**config.mk**
```make
export PLATFORM = sky130hd
export DESIGN_NAME = us_delay_ctrl_flat
export DESIGN_NICKNAME = d
export VERILOG_FILES = /design/src/rtl/us_delay_ctrl_pkg.sv /design/src/rtl/us_delay_ctrl_if.sv /design/src/rtl/us_downcounter.sv /design/src/rtl/us_delay_ctrl.sv /design/src/flat_wrapper.sv
export SDC_FILE = /design/constraint.sdc
export NUM_CORES = 1
export LEC_CHECK = 0
export CORE_ASPECT_RATIO = 1.2
export CORE_MARGIN = 4
export CORE_UTILIZATION = 50
export CTS_CLUSTER_SIZE = 14
export DETAILED_ROUTE_END_ITERATION = 6
export MAX_ROUTING_LAYER = met4
export PLACE_DENSITY_LB_ADDON = 0.1
export SLEW_MARGIN = 0
export SYNTH_ARGS = -nofsm -noshare
export SYNTH_HDL_FRONTEND = slang
export SYNTH_SLANG_ARGS = --single-unit
```
**constraint.sdc**
```tcl
create_clock -name clk_25MHz -period 5.3 [get_ports clk_25MHz]
set_clock_uncertainty 0.1 [all_clocks]
set_input_delay 1.325 -clock clk_25MHz [delete_from_list [all_inputs] [get_ports clk_25MHz]]
set_output_delay 1.325 -clock clk_25MHz [all_outputs]
set_load 0.02 [all_outputs]
```
**src/rtl/us_delay_ctrl_pkg.sv**
```systemverilog
// rtl/us_delay_ctrl_pkg.sv - shared types and defaults for the microsecond delay sequencer
package us_delay_pkg;

  localparam int DEFAULT_WIDTH = 16;

  typedef enum logic [1:0] {
    ST_IDLE = 2'd0,
    ST_RUN  = 2'd1,
    ST_DONE = 2'd2
  } state_t;

endpackage

```
**src/rtl/us_delay_ctrl_if.sv**
```systemverilog
// rtl/us_delay_ctrl_if.sv - request/response and tick-link signals of the delay sequencer
interface us_delay_ctrl_if #(
  parameter int WIDTH = us_delay_pkg::DEFAULT_WIDTH
);

  logic             start;
  logic [WIDTH-1:0] delay_us;
  logic             abort;
  logic             tick_in;
  logic             tick_en;
  logic             busy;
  logic             done;
  logic [WIDTH-1:0] remaining;

  // master: game-logic sequencer plus the tick generator feeding tick_in
  modport master (
    output start, delay_us, abort, tick_in,
    input  tick_en, busy, done, remaining
  );

  modport slave (
    input  start, delay_us, abort, tick_in,
    output tick_en, busy, done, remaining
  );

endinterface

```
**src/rtl/us_downcounter.sv**
```systemverilog
// rtl/us_downcounter.sv - loadable saturating down-counter with zero/one flags
module us_downcounter
  import us_delay_pkg::*;
#(
  parameter int WIDTH = DEFAULT_WIDTH
) (
  input  logic             clk_25MHz,
  input  logic             reset,
  input  logic             clr,
  input  logic             load,
  input  logic [WIDTH-1:0] load_val,
  input  logic             dec,
  output logic [WIDTH-1:0] count,
  output logic             zero,
  output logic             one
);

  always_ff @(posedge clk_25MHz) begin
    if (!reset) begin
      count <= '0;
    end else if (clr) begin
      count <= '0;
    end else if (load) begin
      count <= load_val;
    end else if (dec && !zero) begin
      count <= count - WIDTH'(1);
    end
  end

  assign zero = (count == '0);
  assign one  = (count == WIDTH'(1));

endmodule

```
**src/rtl/us_delay_ctrl.sv**
```systemverilog
// rtl/us_delay_ctrl.sv - counts 1 us ticks for a programmed delay with start/busy/done handshake
module us_delay_ctrl
  import us_delay_pkg::*;
#(
  parameter int WIDTH     = DEFAULT_WIDTH,
  parameter bit RETRIGGER = 1'b0
) (
  input  logic            clk_25MHz,
  input  logic            reset,
  us_delay_ctrl_if.slave  bus
);

  state_t           state;
  logic             busy_q;
  logic             tick_en_q;
  logic             done_q;
  logic             accept_start;
  logic             ctr_clr;
  logic             ctr_load;
  logic             ctr_dec;
  logic             final_tick;
  logic [WIDTH-1:0] cnt;
  logic             cnt_zero;
  logic             cnt_one;

  // abort outranks start; a start while running only counts with RETRIGGER
  always_comb begin
    accept_start = 1'b0;
    ctr_clr      = 1'b0;
    ctr_load     = 1'b0;
    ctr_dec      = 1'b0;
    final_tick   = 1'b0;
    accept_start = bus.start && !bus.abort && ((state != ST_RUN) || RETRIGGER);
    ctr_clr      = bus.abort;
    ctr_load     = accept_start;
    ctr_dec      = (state == ST_RUN) && bus.tick_in && !bus.abort && !accept_start
                   && !cnt_zero;
    final_tick   = ctr_dec && cnt_one;
  end

  us_downcounter #(.WIDTH(WIDTH)) u_counter (
    .clk_25MHz (clk_25MHz),
    .reset     (reset),
    .clr       (ctr_clr),
    .load      (ctr_load),
    .load_val  (bus.delay_us),
    .dec       (ctr_dec),
    .count     (cnt),
    .zero      (cnt_zero),
    .one       (cnt_one)
  );

  always_ff @(posedge clk_25MHz) begin
    if (!reset) begin
      state     <= ST_IDLE;
      busy_q    <= 1'b0;
      tick_en_q <= 1'b0;
      done_q    <= 1'b0;
    end else begin
      state     <= ST_IDLE;
      busy_q    <= 1'b0;
      tick_en_q <= 1'b0;
      done_q    <= 1'b0;
      if (bus.abort) begin
        state <= ST_IDLE;
      end else if (accept_start) begin
        if (bus.delay_us != '0) begin
          state     <= ST_RUN;
          busy_q    <= 1'b1;
          tick_en_q <= 1'b1;
        end else begin
          state  <= ST_DONE;
          done_q <= 1'b1;
        end
      end else if (state == ST_RUN) begin
        if (final_tick) begin
          state  <= ST_DONE;
          done_q <= 1'b1;
        end else begin
          state     <= ST_RUN;
          busy_q    <= 1'b1;
          tick_en_q <= 1'b1;
        end
      end
    end
  end

  assign bus.busy      = busy_q;
  assign bus.tick_en   = tick_en_q;
  assign bus.done      = done_q;
  assign bus.remaining = cnt;

endmodule
```
**src/flat_wrapper.sv**
```systemverilog
// flat-port wrapper written by rule: the top's interface ports become plain ports
module us_delay_ctrl_flat import us_delay_pkg::*;
#(
  parameter int WIDTH     = DEFAULT_WIDTH,
  parameter bit RETRIGGER = 1'b0
)
  (clk_25MHz, reset, bus_start, bus_delay_us, bus_abort, bus_tick_in, bus_tick_en, bus_busy, bus_done, bus_remaining);
  us_delay_ctrl_if #(.WIDTH(WIDTH)) bus_i ();
  input  logic clk_25MHz;
  input  logic reset;
  input wire logic [$bits(bus_i.start)-1:0] bus_start;
  input wire logic [$bits(bus_i.delay_us)-1:0] bus_delay_us;
  input wire logic [$bits(bus_i.abort)-1:0] bus_abort;
  input wire logic [$bits(bus_i.tick_in)-1:0] bus_tick_in;
  output wire logic [$bits(bus_i.tick_en)-1:0] bus_tick_en;
  output wire logic [$bits(bus_i.busy)-1:0] bus_busy;
  output wire logic [$bits(bus_i.done)-1:0] bus_done;
  output wire logic [$bits(bus_i.remaining)-1:0] bus_remaining;
  assign bus_i.start = bus_start;
  assign bus_i.delay_us = bus_delay_us;
  assign bus_i.abort = bus_abort;
  assign bus_i.tick_in = bus_tick_in;
  assign bus_tick_en = bus_i.tick_en;
  assign bus_busy = bus_i.busy;
  assign bus_done = bus_i.done;
  assign bus_remaining = bus_i.remaining;
  us_delay_ctrl #(.WIDTH(WIDTH), .RETRIGGER(RETRIGGER)) u_core (.clk_25MHz(clk_25MHz), .reset(reset), .bus(bus_i));
endmodule
```
== Word level (Yosys, flattened, before mapping) ==
Index checks and enable logic that the tools add are counted.

* Output and inout bits: 19
* Register bits: 20
* Input bits: 21
* Logic and storage cells: 38

* Multiplexer cells: 14
* Eq/ne operators: 3
* Reductions and logical operators: 15
* $add $sub $neg: 1
* Bitwise operators: 1

{| class="wikitable"
|+ Operators with widths
! operator !! number
|-
| two-way mux 16 bit || 2
|-
| == test 16 x 1 -> 1 bit, second input constant || 1
|-
| zero test 16 bit || 1
|-
| nonzero test 16 bit || 1
|-
| subtractor 16 x 1 -> 16 bit, second input constant || 1
|-
| logical AND 1 bit || 8
|-
| two-way mux 1 bit || 8
|-
| two-way mux 2 bit || 4
|-
| zero test 1 bit || 3
|-
| == test 2 x 1 -> 1 bit, second input constant || 1
|-
| inequality test 2 x 1 -> 1 bit, second input constant || 1
|-
| nonzero test 2 bit || 1
|-
| OR reduction 2 bit || 1
|-
| inverter 1 bit || 1
|}

== Logic depth before layout (Yosys ltp) ==
Gate-level depths: netlist (run 1).

* Word-level depth: 10
* Gate-level depth with buffers: 8
* Mapped depth without buffers: 6

== Hierarchy ==
From an unflattened synthesis (run 1), not the netlist that was laid out.

* Cell total of the unflattened synthesis: 143
* Area, all modules: 1157.4 sq um

{| class="wikitable"
|+ By module, submodules not included
! module !! sequential area each (sq um) !! cells an instance !! times used !! area each (sq um)
|-
| us_downcounter || 320.3 || 123 || 1 || 959.7
|-
| us_delay_ctrl || 40.0 || 20 || 1 || 197.7
|}

== Worst setup path after synthesis (run 1) ==
OpenSTA, ideal clock, no wires.

* Path kind: input to register
* Start point: input bus_tick_in
* End point: register u_core.u_counter.count[4]
* Slack: 2528 ps
* Buffers on the path: 0
* Data required time: 5126 ps
* Arrival: 2597 ps
* Cell stages on the path: 4
* Setup time: 74 ps
* Cells stage by stage: nor4bb_1 > nand2_1 > or4_2 > a31oi_1

* Word-level cells in the longest chain between the ends: 6

{| class="wikitable"
|+ RTL lines
! what !! RTL line !! RTL
|-
| start: declaration || flat_wrapper.sv:14 || <nowiki>input wire logic [$bits(bus_i.tick_in)-1:0] bus_tick_in;</nowiki>
|-
| logical AND 1 bit (3 in a row) || us_delay_ctrl.sv:36 || <nowiki>ctr_dec = (state == ST_RUN) && bus.tick_in && !bus.abort && !accept_start</nowiki>
|-
| logical AND 1 bit || us_delay_ctrl.sv:37 || <nowiki>&& !cnt_zero;</nowiki>
|-
| logical AND 1 bit || us_downcounter.sv:25 || <nowiki>end else if (dec && !zero) begin</nowiki>
|-
| nonzero test 2 bit (no source line) || - ||
|-
| end signal: assignment || us_downcounter.sv:24 || <nowiki>count <= load_val;</nowiki>
|-
| end signal: assignment || us_downcounter.sv:26 || <nowiki>count <= count - WIDTH'(1);</nowiki>
|-
| end: declaration || us_downcounter.sv:13 || <nowiki>output logic [WIDTH-1:0] count,</nowiki>
|}

No other way between the ends.
A chain may end at the register's enable or synchronous reset.

== Worst setup path after layout (run 1) ==
* Start point: input bus_abort
* End point: register u_core.u_counter.count[4]

* Word-level cells in the longest chain between the ends: 8
* Elaborated cells between the ends (all ways): 11
* Classes of those cells: mux: 1; reduce/logical: 10

{| class="wikitable"
|+ RTL lines
! what !! RTL line !! RTL
|-
| start: declaration || flat_wrapper.sv:13 || <nowiki>input wire logic [$bits(bus_i.abort)-1:0] bus_abort;</nowiki>
|-
| zero test 1 bit || us_delay_ctrl.sv:33, us_delay_ctrl.sv:36 ||
|-
| logical AND 1 bit (2 in a row) || us_delay_ctrl.sv:33 || <nowiki>accept_start = bus.start && !bus.abort && ((state != ST_RUN) || RETRIGGER);</nowiki>
|-
| zero test 1 bit || us_delay_ctrl.sv:36 ||
|-
| logical AND 1 bit || us_delay_ctrl.sv:36 ||
|-
| logical AND 1 bit || us_delay_ctrl.sv:37 ||
|-
| logical AND 1 bit || us_downcounter.sv:25 ||
|-
| nonzero test 2 bit (no source line) || - ||
|}

Several ways; a longest one is shown, not always the timed one.

==> results by group, run 1 <==
Clock network
  • Clock-pin transition on the worst setup and hold timing paths: 120 ps
  • CTS tree: done
  • CTS hold repair buffers: 0
  • Post-CTS Resized: 0
  • CTS max path bufs: 2
  • Postcts setup bufs: 0
  • Sink Count: 18
  • Num CTS Buffers: 3
  • CTS root buf: clkbuf_4
  • CTS H-tree depth: 1
  • Clk_lat worst skew: 300 ps

Synthesis
  • Syn_area_per_cell: 8.05 um^2
  • Register area share after synthesis: 0.280
  • Synth cell types: 49
  • Synth cell count leaders: dfxtp_1, nand2_1, a31oi_1
  • #FFs+latches synth: 18
  • Post-Syn Instances: 160
  • Ys async rst share: 0
  • Share of the synthesized area in the top cell type: 0.280
  • Top post-synthesis cells by area: dfxtp_1, a31oi_1, nand2_1, o211ai_1, o311ai_0
  • Syn_nets: 184
  • Synth area leader: dfxtp_1
  • Yosys synthesis warning count: 0
  • Post-Syn Area: 0.00129 mm^2
  • Main synth FF type: dfxtp_1
  • Number of flops mapped to enable cells by yosys: 0

Cells and area
  • Fraction of layout cells with a size suffix above 1: 0.0838
  • # diodes: 0
  • Final Non-Filler Cells: 222
  • P&R area growth vs syn: 30.4%
  • Final nets: 216

Global route
  • Initial antenna violation count: 0
  • Vias in the first global route: 1360
  • GRT Util Overall: 0.242
  • Gr ovfl total: 0
  • Largest net degree at the start of global routing: 17
  • First-pass GRT wire length: 6260 um

Detailed routing
  • Via count: 1474
  • Post-DR wirelength/cell: 17.5 um
  • Detailed-route DRC error count: 0
  • DRT Wirelength: 3880 um
  • Number of antenna-violating nets in the routed design: 0
  • Drt via density: 6.64
  • DRT iter0 DRCs: 60
  • TritonRoute pass-1 iters: 4

Status
  • Status: completed

Placed design
  • Post-DP HPWL: 2850 um
  • GPL Wtd Cong: 0.874
  • Number of port buffers: 39
  • Placed insts: 218

Min path
  • Min-delay worst type: reg2reg
  • Hold Startpoint: u_core.u_counter.count[5]
  • Hold path depth: 2
  • Hold-critical path endpoint: u_core.u_counter.count[5]

Die
  • Die W: 54.3 um
  • Die area: 0.00345 mm^2
  • Starting density of the core: 0.542
  • Cell Rows: 19
  • Core Region: 0.00238 mm^2
  • Number of top-level pins: 40
  • Die height: 63.6 um

Setup path
  • CP Class: in2reg
  • CP delay by family, top: simple AND/OR/NAND/NOR gates
  • FF-to-FF End: u_core.u_counter.count[4]
  • Worst Path Required: 5430 ps
  • Crit start category: input pin
  • R2R setup slack: 2800 ps
  • Critical-path top delay cell: or4_2
  • R2r startpoint: u_core.u_counter.count[0]
  • Crit path DAT: 3210 ps
  • Critical path, cell by cell: clkdlybuf4s50_1 > nor4bb_1 > buf_4 > nand2_1 > or4_2 > a31oi_1
  • WP buf/inv: 2
  • CP max FO: 12
  • Crit path largest cell delay: 570 ps
  • Cells on worst reg2reg path: 6
  • Crit. End Element: flip-flop

Timing
  • Final Slew Violations: 0
  • Worst Max-Slew Pin Slew: 803 ps
  • Final setup violation count: 0
  • Fin crit share: 0.581
  • Clock period minus worst slack: 3080 ps
  • RSZ-0062 raised after global routing: false
  • Max transition margin: 0.460
  • Fmax: 0.325 GHz
  • Setup TNS: 0 ps
  • Endpoints failing hold: 0

Job
  • # Max-Cap Violations: 0

Power and ir drop
  • PwrDens: 194 mW/mm^2
  • Lkg Pwr: 0.549 nW
  • Peak VDD IR: 0.000138 V
==> cells in the final DEF, fill, tap and decap left out, types with 3 or more instances in the layout <==
| master | Yosys | routed |
|---|---|---|
| clkdlybuf4s50_1 | 0 | 39 |
| nand2_1 | 18 | 18 |
| dfxtp_1 | 18 | 18 |
| a31oi_1 | 12 | 12 |
| nor4_1 | 8 | 8 |
| o211ai_1 | 7 | 7 |
| or3_1 | 7 | 7 |
| nor3_1 | 6 | 6 |
| nand4_1 | 6 | 6 |
| o311ai_0 | 6 | 6 |
| or4_1 | 5 | 5 |
| inv_1 | 4 | 4 |
| a21oi_1 | 4 | 4 |
| or3_2 | 4 | 4 |
| nor2b_1 | 3 | 3 |
| a32oi_1 | 3 | 3 |
| nand3_1 | 3 | 3 |
| ha_1 | 3 | 3 |
| clkbuf_4 | 0 | 3 |
==> report_power, final <==
part / switching [mW] / internal [mW] / leakage (nW)
combinational: 0.0511 / 0.0394 / 0.382
clock: 0.0495 / 0.0419 / 0.0210
sequential: 0.00532 / 0.139 / 0.146
total: 0.106 / 0.220 / 0.549
==> tightest hold or removal path, stage by stage (launching register included) <==
cell	delay (ps)
dfxtp_1	350
o311ai_0	90
a31oi_1	80
==> worst max-delay path by stage <==
stage          depth (start not counted)  slack, ps   startpoint                        end
6_report                               6       2220    bus_abort  u_core.u_counter.count[4]
5_1_grt                                6       2100    bus_abort  u_core.u_counter.count[4]
4_1_cts                                6       2230    bus_abort  u_core.u_counter.count[4]
3_5_place_dp                           6       1910  bus_tick_in  u_core.u_counter.count[4]
3_3_place_gp                           6       1940    bus_abort  u_core.u_counter.count[4]
2_1_floorplan                          4       2530  bus_tick_in  u_core.u_counter.count[4]
==> through the flow <==
stage / area (um^2) / power [mW] / utilization / hold WS, ps / setup slack [ps]
after floorplan: 1290 / 0.203 / - / 506 / 2530
after global placement: 1640 / 0.233 / 0.691 / 421 / 1940
after detailed placement: 1640 / 0.235 / 0.691 / 448 / 1910
after CTS: 1680 / 0.322 / 0.706 / 468 / 2230
after global routing: 1680 / 0.341 / 0.706 / 491 / 2100
final: 1680 / 0.326 / 0.706 / 460 / 2220
==> per-layer routing <==
| layer | wire [um] | up-vias | GRT usage |
|---|---|---|---|
| met2 | 1900 | 70 | 0.371 |
| met5 | 0 | - | - |
| li1 | - | 701 | - |
| met3 | 289 | 8 | 0.0354 |
| met4 | 65 | 0 | 0.0903 |
| met1 | 1620 | 695 | 0.312 |
==> final cells by class <==
class,instances,area [um^2]
inverters,4,15.0
flip-flops and latches,18,360
repair buffers,40,398
multi-input cells,125,831
well taps,31,38.8
fillers,209,698
clock buffers,4,36.3
==> logic make-up after synthesis <==
family / after synthesis / synth area share
adders and majority gates: 3 / 0.0292
AOI/OAI and AO/OA: 44 / 0.251
muxes: 1 / 0.00777
buffers and inverters: 17 / 0.0748
DFF: 18 / 0.280
and+or+nand+nor: 77 / 0.358
==> registers in the layout (all words and copies together) (netlist names) <==
register / count
u_core.u_counter.count: 16
u_core.bus.busy: 1
u_core.bus.done: 1
Note: power is estimated with default switching activity, not from simulation.
==> inputs of run 2 (changes only) <==
--- a/config.mk
+++ b/config.mk
@@ -7,7 +7,7 @@
 export LEC_CHECK = 0
 export CORE_ASPECT_RATIO = 1.2
 export CORE_MARGIN = 4
-export CORE_UTILIZATION = 50
+export CORE_UTILIZATION = 46
 export CTS_CLUSTER_SIZE = 14
 export DETAILED_ROUTE_END_ITERATION = 6
 export MAX_ROUTING_LAYER = met4
==> constraint.sdc (replaced) <==
create_clock -name clk_25MHz -period 3.2 [get_ports clk_25MHz]
set_clock_uncertainty 0.1 [all_clocks]
set_input_delay 0.8 -clock clk_25MHz [delete_from_list [all_inputs] [get_ports clk_25MHz]]
set_output_delay 0.8 -clock clk_25MHz [all_outputs]
set_load 0.02 [all_outputs]
==> results by group, run 2 (synthesis gave the netlist of run 1 again) <==
Setup path
  • R2r startpoint: u_core.u_counter.count[0]
  • CP Class: in2reg
  • Crit path DAT: 2740 ps
  • Crit. End Element: flip-flop
  • Worst Path Required: 3330 ps
  • Cells on worst reg2reg path: 6
  • R2R setup slack: 680 ps
  • FF-to-FF End: u_core.u_counter.count[4]
  • Crit start category: input pin
  • CP max FO: 12

Power and ir drop
  • PwrDens: 300 mW/mm^2
  • Switch share: 0.328
  • Switch Pwr: 0.168 mW
  • Clock power share: 0.229
  • Part of the power in registers: 0.466
  • Logic pwr share: 0.305
  • P_int: 0.344 mW
  • Lkg Pwr: 0.565 nW
  • Peak VDD IR: 0.000217 V

Die
  • Die W: 56.3 um
  • Starting density of the core: 0.495
  • Die area: 0.00371 mm^2
  • Core Region: 0.00260 mm^2
  • Number of top-level pins: 40
  • Cell Rows: 20
  • Die height: 66.0 um

Cells and area
  • # diodes: 0
  • Fin area: 0.00171 mm^2
  • Max FFs per register: 16
  • Final nets: 221
  • P&R area growth vs syn: 32.5%
  • Reg with most FFs: u_core.u_counter.count
  • Final Non-Filler Cells: 228
  • Final core utilization: 0.655
  • Most common cell after layout, fill and taps aside: clkdlybuf4s50_1
  • Fraction of layout cells with a size suffix above 1: 0.103
  • Most frequent cells in the layout: clkdlybuf4s50_1, nand2_1, dfxtp_1

Min path
  • Hold-critical path endpoint: u_core.u_counter.count[5]
  • Min-delay worst type: reg2reg
  • Hold Startpoint: u_core.u_counter.count[5]
  • Hold path depth: 2

Clock network
  • CTS tree: done
  • Num CTS Buffers: 3
  • Postcts setup bufs: 0
  • CTS hold repair buffers: 0
  • Sink Count: 18
  • Clock-pin transition on the worst setup and hold timing paths: 100 ps
  • CTS max path bufs: 2
  • CTS root buf: clkbuf_4
  • Clk_lat worst skew: 300 ps
  • CTS H-tree depth: 1
  • Post-CTS Resized: 0

Timing
  • Clock period minus worst slack: 2610 ps
  • Fmax: 0.383 GHz
  • Setup TNS: 0 ps
  • Fin crit share: 0.816
  • Final setup violation count: 0
  • Final hold slack: 471 ps
  • Endpoints failing hold: 0
  • RSZ-0062 raised after global routing: false
  • Final Slew Violations: 0
  • Max transition margin: 0.500
  • Worst Max-Slew Pin Slew: 739 ps

Placed design
  • Area after DPL: 0.00168 mm^2
  • GPL Wtd Cong: 0.911
  • Post-DP HPWL: 2970 um
  • Placed insts: 225
  • Number of port buffers: 39

Detailed routing
  • DRT Wirelength: 3940 um
  • Post-DR wirelength/cell: 17.3 um
  • Number of antenna-violating nets in the routed design: 0
  • Detailed-route DRC error count: 0
  • Drt via density: 6.45
  • Via count: 1470
  • TritonRoute pass-1 iters: 4
  • DRT iter0 DRCs: 70

Global route
  • Gr ovfl total: 0
  • First-pass GRT wire length: 6620 um
  • GRT Util Overall: 0.228
  • Vias in the first global route: 1391
  • Initial antenna violation count: 0
  • Largest net degree at the start of global routing: 17

Status
  • Status: completed

Job
  • # Max-Cap Violations: 0
run 2: cell types whose count changed in the layout (fill, tap and decap cells not counted), sizes merged:
cell	before	now
clkbuf	4	3
buf	1	6
run 2: per-layer routing:
metal | global-route usage | routed length (um) | vias to the layer above
met1 | 0.278 | 1700 | 695
met4 | 0.0801 | 55 | 0
met2 | 0.386 | 1970 | 49
li1 | - | - | 718
met3 | 0.0332 | 210 | 8
met5 | - | 0 | -
run 2: area by class of cell:
| cell class | instances | area [um^2] |
|---|---|---|
| well taps | 33 | 41.3 |
| inverters | 4 | 15.0 |
| flip-flops and latches | 18 | 360 |
| multi-input cells | 125 | 831 |
| clock buffers | 3 | 22.5 |
| fillers | 246 | 897 |
| repair buffers | 45 | 435 |
run 2: power by group through the flow:
stage          registers [mW]  clock network, mW  logic [mW]
6_report                0.239              0.117       0.156
5_1_grt                 0.240              0.128       0.169
4_1_cts                 0.238              0.116       0.154
3_5_place_dp            0.244                  0       0.153
3_3_place_gp            0.243                  0       0.150
2_1_floorplan           0.248                  0      0.0883
run 2: metrics by stage:
stage	worst slack, ps	power (mW)
2_1_floorplan	941	0.336
3_3_place_gp	363	0.393
3_5_place_dp	288	0.397
4_1_cts	608	0.508
5_1_grt	525	0.538
6_report	589	0.512
run 2: worst max-delay path by stage:
| stage | startpoint | end | slack [ps] | depth (start not counted) |
|---|---|---|---|---|
| final | bus_abort | u_core.u_counter.count[4] | 590 | 6 |
| after global routing | u_core.u_counter.count[1] | u_core.u_counter.count[4] | 530 | 6 |
| after CTS | bus_abort | u_core.u_counter.count[4] | 610 | 6 |
| after detailed placement | bus_abort | u_core.u_counter.count[4] | 290 | 6 |
| after global placement | bus_abort | u_core.u_counter.count[4] | 360 | 6 |
| after floorplan | u_core.u_counter.count[0] | u_core.u_counter.count[12] | 940 | 7 |
run 2: critical path, stage by stage:
cell and delay (ps):
clkdlybuf4s50_1 460, nor4bb_1 280, buf_4 230, nand2_1 190, or4_2 580, a31oi_1 190
